[config.mk]
export PLATFORM = sky130hd
export DESIGN_NAME = sprite_blitter
export DESIGN_NICKNAME = d
export VERILOG_FILES = /design/src/rtl/sprite_blitter.sv
export SDC_FILE = /design/constraint.sdc
export NUM_CORES = 1
export LEC_CHECK = 0
export ABC_AREA = 0
export CAP_MARGIN = 20
export CORE_MARGIN = 1
export CORE_UTILIZATION = 35
export CTS_CLUSTER_SIZE = 14
export DETAILED_ROUTE_END_ITERATION = 16
export GPL_TIMING_DRIVEN = 0
export HOLD_SLACK_MARGIN = 0.06
export PLACE_DENSITY = 0.55
export SLEW_MARGIN = 15
export SYNTH_ARGS = -nofsm -noshare
export SYNTH_HDL_FRONTEND = slang
export SYNTH_SLANG_ARGS = --single-unit
[constraint.sdc]
create_clock -name clock -period 4.4 [get_ports clock]
set_input_delay 0.88 -clock clock [delete_from_list [all_inputs] [get_ports clock]]
set_output_delay 0.88 -clock clock [all_outputs]
set_load 0.03 [all_outputs]
[src/rtl/sprite_blitter.sv]
// Sprite blitter: walks a SPR_W x SPR_H sprite in row-major order, fetches each
// pixel colour from an external synchronous ROM and emits one plot command per
// pixel. Off-screen and transparent pixels still take their slot, so the
// schedule from start to done is always N+3 cycles.
module sprite_blitter #(
    parameter int unsigned X_W       = 8,
    parameter int unsigned Y_W       = 7,
    parameter int unsigned C_W       = 3,
    parameter int unsigned SPR_W     = 5,
    parameter int unsigned SPR_H     = 6,
    parameter int unsigned ORG_X     = 3,
    parameter int unsigned ORG_Y     = 3,
    parameter int unsigned X_MAX     = 159,
    parameter int unsigned Y_MAX     = 119,
    parameter bit          TRANSP_EN = 1'b1,
    parameter logic [C_W-1:0] TRANSP_C = '0,
    parameter int unsigned A_W       = $clog2(SPR_W * SPR_H)
) (
    input  logic           clock,
    input  logic           reset,
    input  logic           start,
    input  logic           erase,
    input  logic [X_W-1:0] x,
    input  logic [Y_W-1:0] y,
    input  logic [C_W-1:0] bg_color,
    output logic [A_W-1:0] rom_addr,
    input  logic [C_W-1:0] rom_data,
    output logic [X_W-1:0] out_x,
    output logic [Y_W-1:0] out_y,
    output logic [C_W-1:0] color,
    output logic           en,
    output logic           busy,
    output logic           done
);

    localparam int unsigned COL_W = (SPR_W > 1) ? $clog2(SPR_W) : 1;
    localparam int unsigned ROW_W = (SPR_H > 1) ? $clog2(SPR_H) : 1;
    localparam logic [COL_W-1:0] LP_COL_LAST = COL_W'(SPR_W - 1);
    localparam logic [ROW_W-1:0] LP_ROW_LAST = ROW_W'(SPR_H - 1);
    localparam logic [X_W-1:0]   LP_X_MAX    = X_W'(X_MAX);
    localparam logic [Y_W-1:0]   LP_Y_MAX    = Y_W'(Y_MAX);

    typedef enum logic [1:0] {StIdle, StScan, StDrain, StDone} state_t;

    state_t         r_state;
    logic [COL_W-1:0] r_col;
    logic [ROW_W-1:0] r_row;
    logic [A_W-1:0] r_addr;
    logic           r_drain;
    logic           r_busy;
    logic           r_done;
    logic [X_W-1:0] r_x;
    logic [Y_W-1:0] r_y;
    logic           r_erase;
    logic [C_W-1:0] r_bg;

    // Fetch stage: tags the pixel whose ROM data arrives this cycle
    logic             r_s1_valid;
    logic [COL_W-1:0] r_s1_col;
    logic [ROW_W-1:0] r_s1_row;

    logic [X_W-1:0] r_out_x;
    logic [Y_W-1:0] r_out_y;
    logic [C_W-1:0] r_color;
    logic           r_en;

    logic [X_W:0]   w_px;
    logic [Y_W:0]   w_py;
    logic           w_in_x;
    logic           w_in_y;
    logic           w_opaque;
    logic           w_en;
    logic [C_W-1:0] w_color;

    // Signed screen position: the extra top bit flags negative or overflowed results
    assign w_px     = (X_W+1)'(r_x) - (X_W+1)'(ORG_X) + (X_W+1)'(r_s1_col);
    assign w_py     = (Y_W+1)'(r_y) - (Y_W+1)'(ORG_Y) + (Y_W+1)'(r_s1_row);
    assign w_in_x   = !w_px[X_W] && (w_px[X_W-1:0] <= LP_X_MAX);
    assign w_in_y   = !w_py[Y_W] && (w_py[Y_W-1:0] <= LP_Y_MAX);
    // Transparency looks at ROM data even when erasing, so erase hits only the opaque footprint
    assign w_opaque = !(TRANSP_EN && (rom_data == TRANSP_C));
    assign w_en     = r_s1_valid && w_in_x && w_in_y && w_opaque;
    assign w_color  = r_erase ? r_bg : rom_data;

    // Control FSM: accepts requests, walks the sprite addresses, drains, pulses done
    always_ff @(posedge clock) begin
        if (reset) begin
            r_state <= StIdle;
            r_col   <= '0;
            r_row   <= '0;
            r_addr  <= '0;
            r_drain <= 1'b0;
            r_busy  <= 1'b0;
            r_done  <= 1'b0;
            r_x     <= '0;
            r_y     <= '0;
            r_erase <= 1'b0;
            r_bg    <= '0;
        end else begin
            r_done <= 1'b0;
            case (r_state)
                StIdle: begin
                    if (start) begin
                        r_x     <= x;
                        r_y     <= y;
                        r_erase <= erase;
                        r_bg    <= bg_color;
                        r_col   <= '0;
                        r_row   <= '0;
                        r_addr  <= '0;
                        r_busy  <= 1'b1;
                        r_state <= StScan;
                    end
                end
                StScan: begin
                    if ((r_col == LP_COL_LAST) && (r_row == LP_ROW_LAST)) begin
                        r_drain <= 1'b0;
                        r_state <= StDrain;
                    end else begin
                        r_addr <= r_addr + A_W'(1);
                        if (r_col == LP_COL_LAST) begin
                            r_col <= '0;
                            r_row <= r_row + ROW_W'(1);
                        end else begin
                            r_col <= r_col + COL_W'(1);
                        end
                    end
                end
                StDrain: begin
                    if (r_drain) begin
                        r_busy  <= 1'b0;
                        r_done  <= 1'b1;
                        r_state <= StDone;
                    end else begin
                        r_drain <= 1'b1;
                    end
                end
                StDone: begin
                    r_state <= StIdle;
                end
                default: begin
                    r_state <= StIdle;
                end
            endcase
        end
    end

    // Pixel pipeline: tag fetched pixels, then clip, key out transparency and register the plot
    always_ff @(posedge clock) begin
        if (reset) begin
            r_s1_valid <= 1'b0;
            r_s1_col   <= '0;
            r_s1_row   <= '0;
            r_out_x    <= '0;
            r_out_y    <= '0;
            r_color    <= '0;
            r_en       <= 1'b0;
        end else begin
            r_s1_valid <= (r_state == StScan);
            r_s1_col   <= r_col;
            r_s1_row   <= r_row;
            r_en       <= w_en;
            if (w_en) begin
                r_out_x <= w_px[X_W-1:0];
                r_out_y <= w_py[Y_W-1:0];
                r_color <= w_color;
            end
        end
    end

    assign rom_addr = r_addr;
    assign out_x    = r_out_x;
    assign out_y    = r_out_y;
    assign color    = r_color;
    assign en       = r_en;
    assign busy     = r_busy;
    assign done     = r_done;

endmodule

* Word level (Yosys, flattened, before mapping) *
Cells that the tools add are included.

storage, ports and cells
  register bits after elaboration = 61
  input port bits = 25
  output and inout port bits = 26
  logic and storage cells = 80

cells by class
  add/subtract/negate cells = 7
  magnitude comparators = 2
  eq/ne operators = 10
  mux-type cells = 21
  bitwise gates (word level) = 1
  reduce and logical (&&, ||, !) cells = 21

operators by type and width
  cell                                               count
  2-to-1 mux 3 bit                                   6
  one-hot mux 3 bit (2 select lines)                 2
  2-to-1 mux 5 bit                                   2
  inequality test 2 bit (second input constant)      5
  one-hot mux 5 bit (2 select lines)                 1
  adder 9 x 3 -> 9 bit                               1
  AND reduction 3 bit                                3
  subtractor 8 x 2 -> 9 bit (second input constant)  1
  adder 8 x 3 -> 8 bit                               1
  <= comparator 8 bit (second input constant)        1
  one-hot mux 2 bit (4 select lines)                 1
  subtractor 7 x 2 -> 8 bit (second input constant)  1
  <= comparator 7 bit (second input constant)        1
  adder 3 x 1 -> 3 bit (second input constant)       2
  == test 3 bit (second input constant)              2
  logical AND 1 bit                                  6
  2-to-1 mux 2 bit                                   3
  nonzero test 2 bit                                 3
  adder 5 x 1 -> 5 bit (second input constant)       1
  == test 2 bit (second input constant)              2
  2-to-1 mux 1 bit                                   4
  one-hot mux 1 bit (2 select lines)                 2
  AND reduction 2 bit                                2
  AND reduction 4 bit                                1
  6 further kinds                                    8

* Logic depth before layout (Yosys ltp) *
  depth in word-level cells = 7
  gate-level depth with buffers = 14
  gate-level depth less buffers = 13

* Worst setup path before layout *
OpenSTA, ideal clock, no wires.

  path type = reg-to-reg
  from = reg r_x[1]
  to = reg r_out_x[1], in the netlist out_x[1]
  library setup time = 0.070 ns
  arrival = 2.786 ns
  setup slack = 1.544 ns
  cell stages (with the launch flop) = 12
  cell sequence = dfxtp_1 > ha_1 > ha_1 > fa_1 > a21o_1 > a21oi_1 > nor2_1 > o311ai_2 > o2111a_1 > clkbuf_1 > o21ai_0 > a21oi_1

on the way
  cells in the longest elaborated chain, start to end = 7
  elaborated cells between the ends (all ways) = 8

RTL lines
  what                                                             RTL line  RTL
  from (decl)                                                      52        logic [X_W-1:0] r_x;
  from (signal assigned)                                           95        r_x <= '0;
  from (signal assigned)                                           104       r_x <= x;
  subtractor 8 x 2 -> 9 bit *                                      76        assign w_px = (X_W+1)'(r_x) - (X_W+1)'(ORG_X) + (X_W+1)'(r_s1_col);
  adder 9 x 3 -> 9 bit *                                           76
  <= comparator 8 bit / logical NOT 1 bit (equally long branches)  78        assign w_in_x = !w_px[X_W] && (w_px[X_W-1:0] <= LP_X_MAX);
  logical AND 1 bit                                                78
  logical AND 1 bit (3 in a row)                                   82        assign w_en = r_s1_valid && w_in_x && w_in_y && w_opaque;
  to (signal assigned)                                             164       r_out_x <= w_px[X_W-1:0];
  to (decl)                                                        62        logic [X_W-1:0] r_out_x;

Mark *: on every way between the ends. The rest lies on a longest branch, timed or not.
A chain may end at the register's enable or synchronous reset.

* Worst setup path after layout *
Same ends and word-level chain as after synthesis.

==> impl_metrics.csv <==
group,metric,value,unit
timing,slew_headroom,0.588,
critical_path,timing.rr.end,"out_x[1]",
timing,setup_violations,0,
yosys,ys_seq_area_frac,0.391,
hold_path,min_from,"r_y[2]",
timing,slew_violations,0,
power,p_per_area,498,nW/um2
timing,rsz0062_at_grt,"false",
power,leakage,1.54,nW
power,power.total,1.95,mW
timing,max_freq,296,MHz
clock_tree,clock_latency,350,ps
clock_tree,clockBufferDepth,2,
final_layout,fin_area,3920,um2
clock_tree,ctsResizeCount,0,
global_route,grt_util_all_layers,0.176,
final_layout,final_layout_size_suffix_gt1_frac,0.0429,
clock_tree,clkSinkCount,61,
critical_path,r2r_cells,11,
die,ios,51,
die,dieArea,9300,um2
die,fp.coreArea,8680,um2
clock_tree,cts_tree,"done",
die,placement_rows,34,
status,status,"complete, no violations",
clock_tree,cts-hold-fix-buffers,0,
placement,dpl_cell_area,3750,um2
timing,min_period,3380,ps
clock_tree,cts_buffers,9,
yosys,synthArstFlopShare,0,
yosys,synth_top_flop_cell,"dfxtp_1",
clock_tree,post-cts-setup-buffer-count,0,
timing,hold_viol,0,
final_layout,final_util,0.452,
yosys,syn-num-nets,433,
critical_path,cp-end-kind,"register",
routing,vias,2715,
power,irDropWorstVdd,0.221,mV
final_layout,fin_nets,493,
placement,gp_congestion,0.846,
die,fp.dieH,96.4,um
placement,portBuffers,49,
routing,postRouteAntennaNets,0,
clock_tree,clkTransAtPathRegs,70,ps
timing,tightest_slew,612,ps
die,start_util,0.360,
timing,fin_crit_sh,0.768,
final_layout,area_growth,25.6,%
yosys,synth-seq-cells,61,
job,cap_viol_max_count,0,
critical_path,arrival,3650,ps
final_layout,diodes,0,
critical_path,path_class,"register to register",
global_route,grt_first_pass_wirelength,12000,um
routing,totalWireLength,7490,um
global_route,grt_max_degree,11,
placement,dp_hpwl,5620,um
yosys,synth_edf_count,0,
global_route,overflow,0,
routing,drc_errors,0,
critical_path,reg2reg_from,"r_x[1]",
timing,setup_tns,0,ps
global_route,antenna_found_initial,0,
clock_tree,h-tree-depth,3,
critical_path,crit_path_start_kind,"register",
critical_path,r2r_slack,1020,ps
yosys,yosys_warnings,0,
routing,drt-initial-drc-count,79,
critical_path,crit_required,4670,ps
routing,drt-wirelength-per-cell,13.6,um
yosys,synth_cells,379,
yosys,syn-cell-area,3120,um2
die,die_w,96.4,um
routing,dr.pass1.iters,4,
global_route,grt_pass1_vias,2459,
yosys,avgSynthCellArea,8.23,um2
yosys,yosysUniqueCellTypes,47,
hold_path,holdPathEnd,"r_y[2]",
clock_tree,cts_root_buf,"clkbuf_8",
hold_path,hp-class,"register to register",
critical_path,worstPathMaxFanout,10,
timing,finalClockSkew,5.53,ps
hold_path,hold_depth,2,
routing,vias_per_cell,4.93,
==> registers in the layout, indices dropped and copies added (netlist names) <==
register / cells
en: 1
r_drain: 1
r_row: 3
color: 3
done: 1
busy: 1
r_x: 8
r_s1_valid: 1
out_y: 7
r_state: 2
rom_addr: 5
r_y: 7
out_x: 8
r_s1_col: 3
r_bg: 3
r_erase: 1
r_s1_row: 3
r_col: 3
==> kinds of logic after synthesis <==
kind of cell | synth area share
compound gates | 0.198
flops | 0.391
mux | 0.0128
fa+ha+maj | 0.121
xor+xnor | 0.0393
buf+inv | 0.0646
simple gates | 0.173
==> worst max-delay path by stage <==
stage                      start  endpoint  slack (ps)  cells after the start
after floorplan           r_x[1]  out_x[1]        1540                     11
after global placement    r_x[1]  out_x[2]        1030                     11
after detailed placement  r_x[1]  out_x[1]        1070                     11
after CTS                 r_x[1]  out_x[1]        1040                     11
after global routing      r_x[1]  out_x[1]         670                     11
final                     r_x[1]  out_x[1]        1020                     11
==> area by class of cell <==
type / count / area [um2]
Timing Repair Buffer: 49 / 490
Clock inverter: 2 / 35.0
Sequential cell: 61 / 1220
Fill cell: 915 / 4760
Tap cell: 108 / 135
Buffer: 16 / 62.6
Multi-Input combinational cell: 265 / 1700
Clock buffer: 13 / 139
Inverter: 37 / 139
==> through the flow <==
step / cells / hold slack (ps) / setup slack, ps
floorplan: 379 / 436 / 1540
global placement: 536 / 446 / 1030
detailed placement: 536 / 451 / 1070
CTS: 551 / 459 / 1040
global route: 551 / 487 / 666
finish: 551 / 456 / 1020
==> routing by layer <==
metal  share of wire  track usage
met5               0            0
met4           0.025       0.0858
met3           0.044       0.0368
met2            0.46        0.273
met1            0.47        0.233
==> report_power, final <==
| part | internal [mW] | leakage [nW] | switching (mW) |
|---|---|---|---|
| combinational | 0.300 | 0.957 | 0.506 |
| sequential | 0.622 | 0.496 | 0.0534 |
| clock | 0.259 | 0.0875 | 0.213 |
| total | 1.18 | 1.54 | 0.773 |
==> cells in the mapped netlist (all sizes together) (7+ instances only) <==
master,instances,share of area
a211oi,8,0.019
a21oi,52,0.085
clkbuf,13,0.016
dfxtp,61,0.39
ha,27,0.11
inv,37,0.045
nand2,54,0.065
nand3,10,0.016
nor2,27,0.033
o21ai,14,0.022
xnor2,7,0.020
xor2,7,0.020
==> cell usage in the layout, fill, tap and decap left out, types with 8 or more instances in the layout <==
cell type        instances
nand2_1                 54
clkdlybuf4s50_1         49
clkbuf_8                 9
nand3_1                 10
ha_1                    27
nor2_1                  26
a211oi_1                 8
o21ai_0                 14
dfxtp_1                 61
a21oi_1                 51
clkbuf_1                17
inv_1                   37
==> critical path: stages, from the launching register on <==
cell and delay (ps):
dfxtp_1 330, ha_1 290, ha_1 220, fa_1 420, a21o_1 220, a21oi_1 290
nor2_1 130, o311ai_2 390, o2111a_1 320, clkbuf_1 390, o21ai_0 140, a21oi_1 150
(Power assumes the default switching activity.)
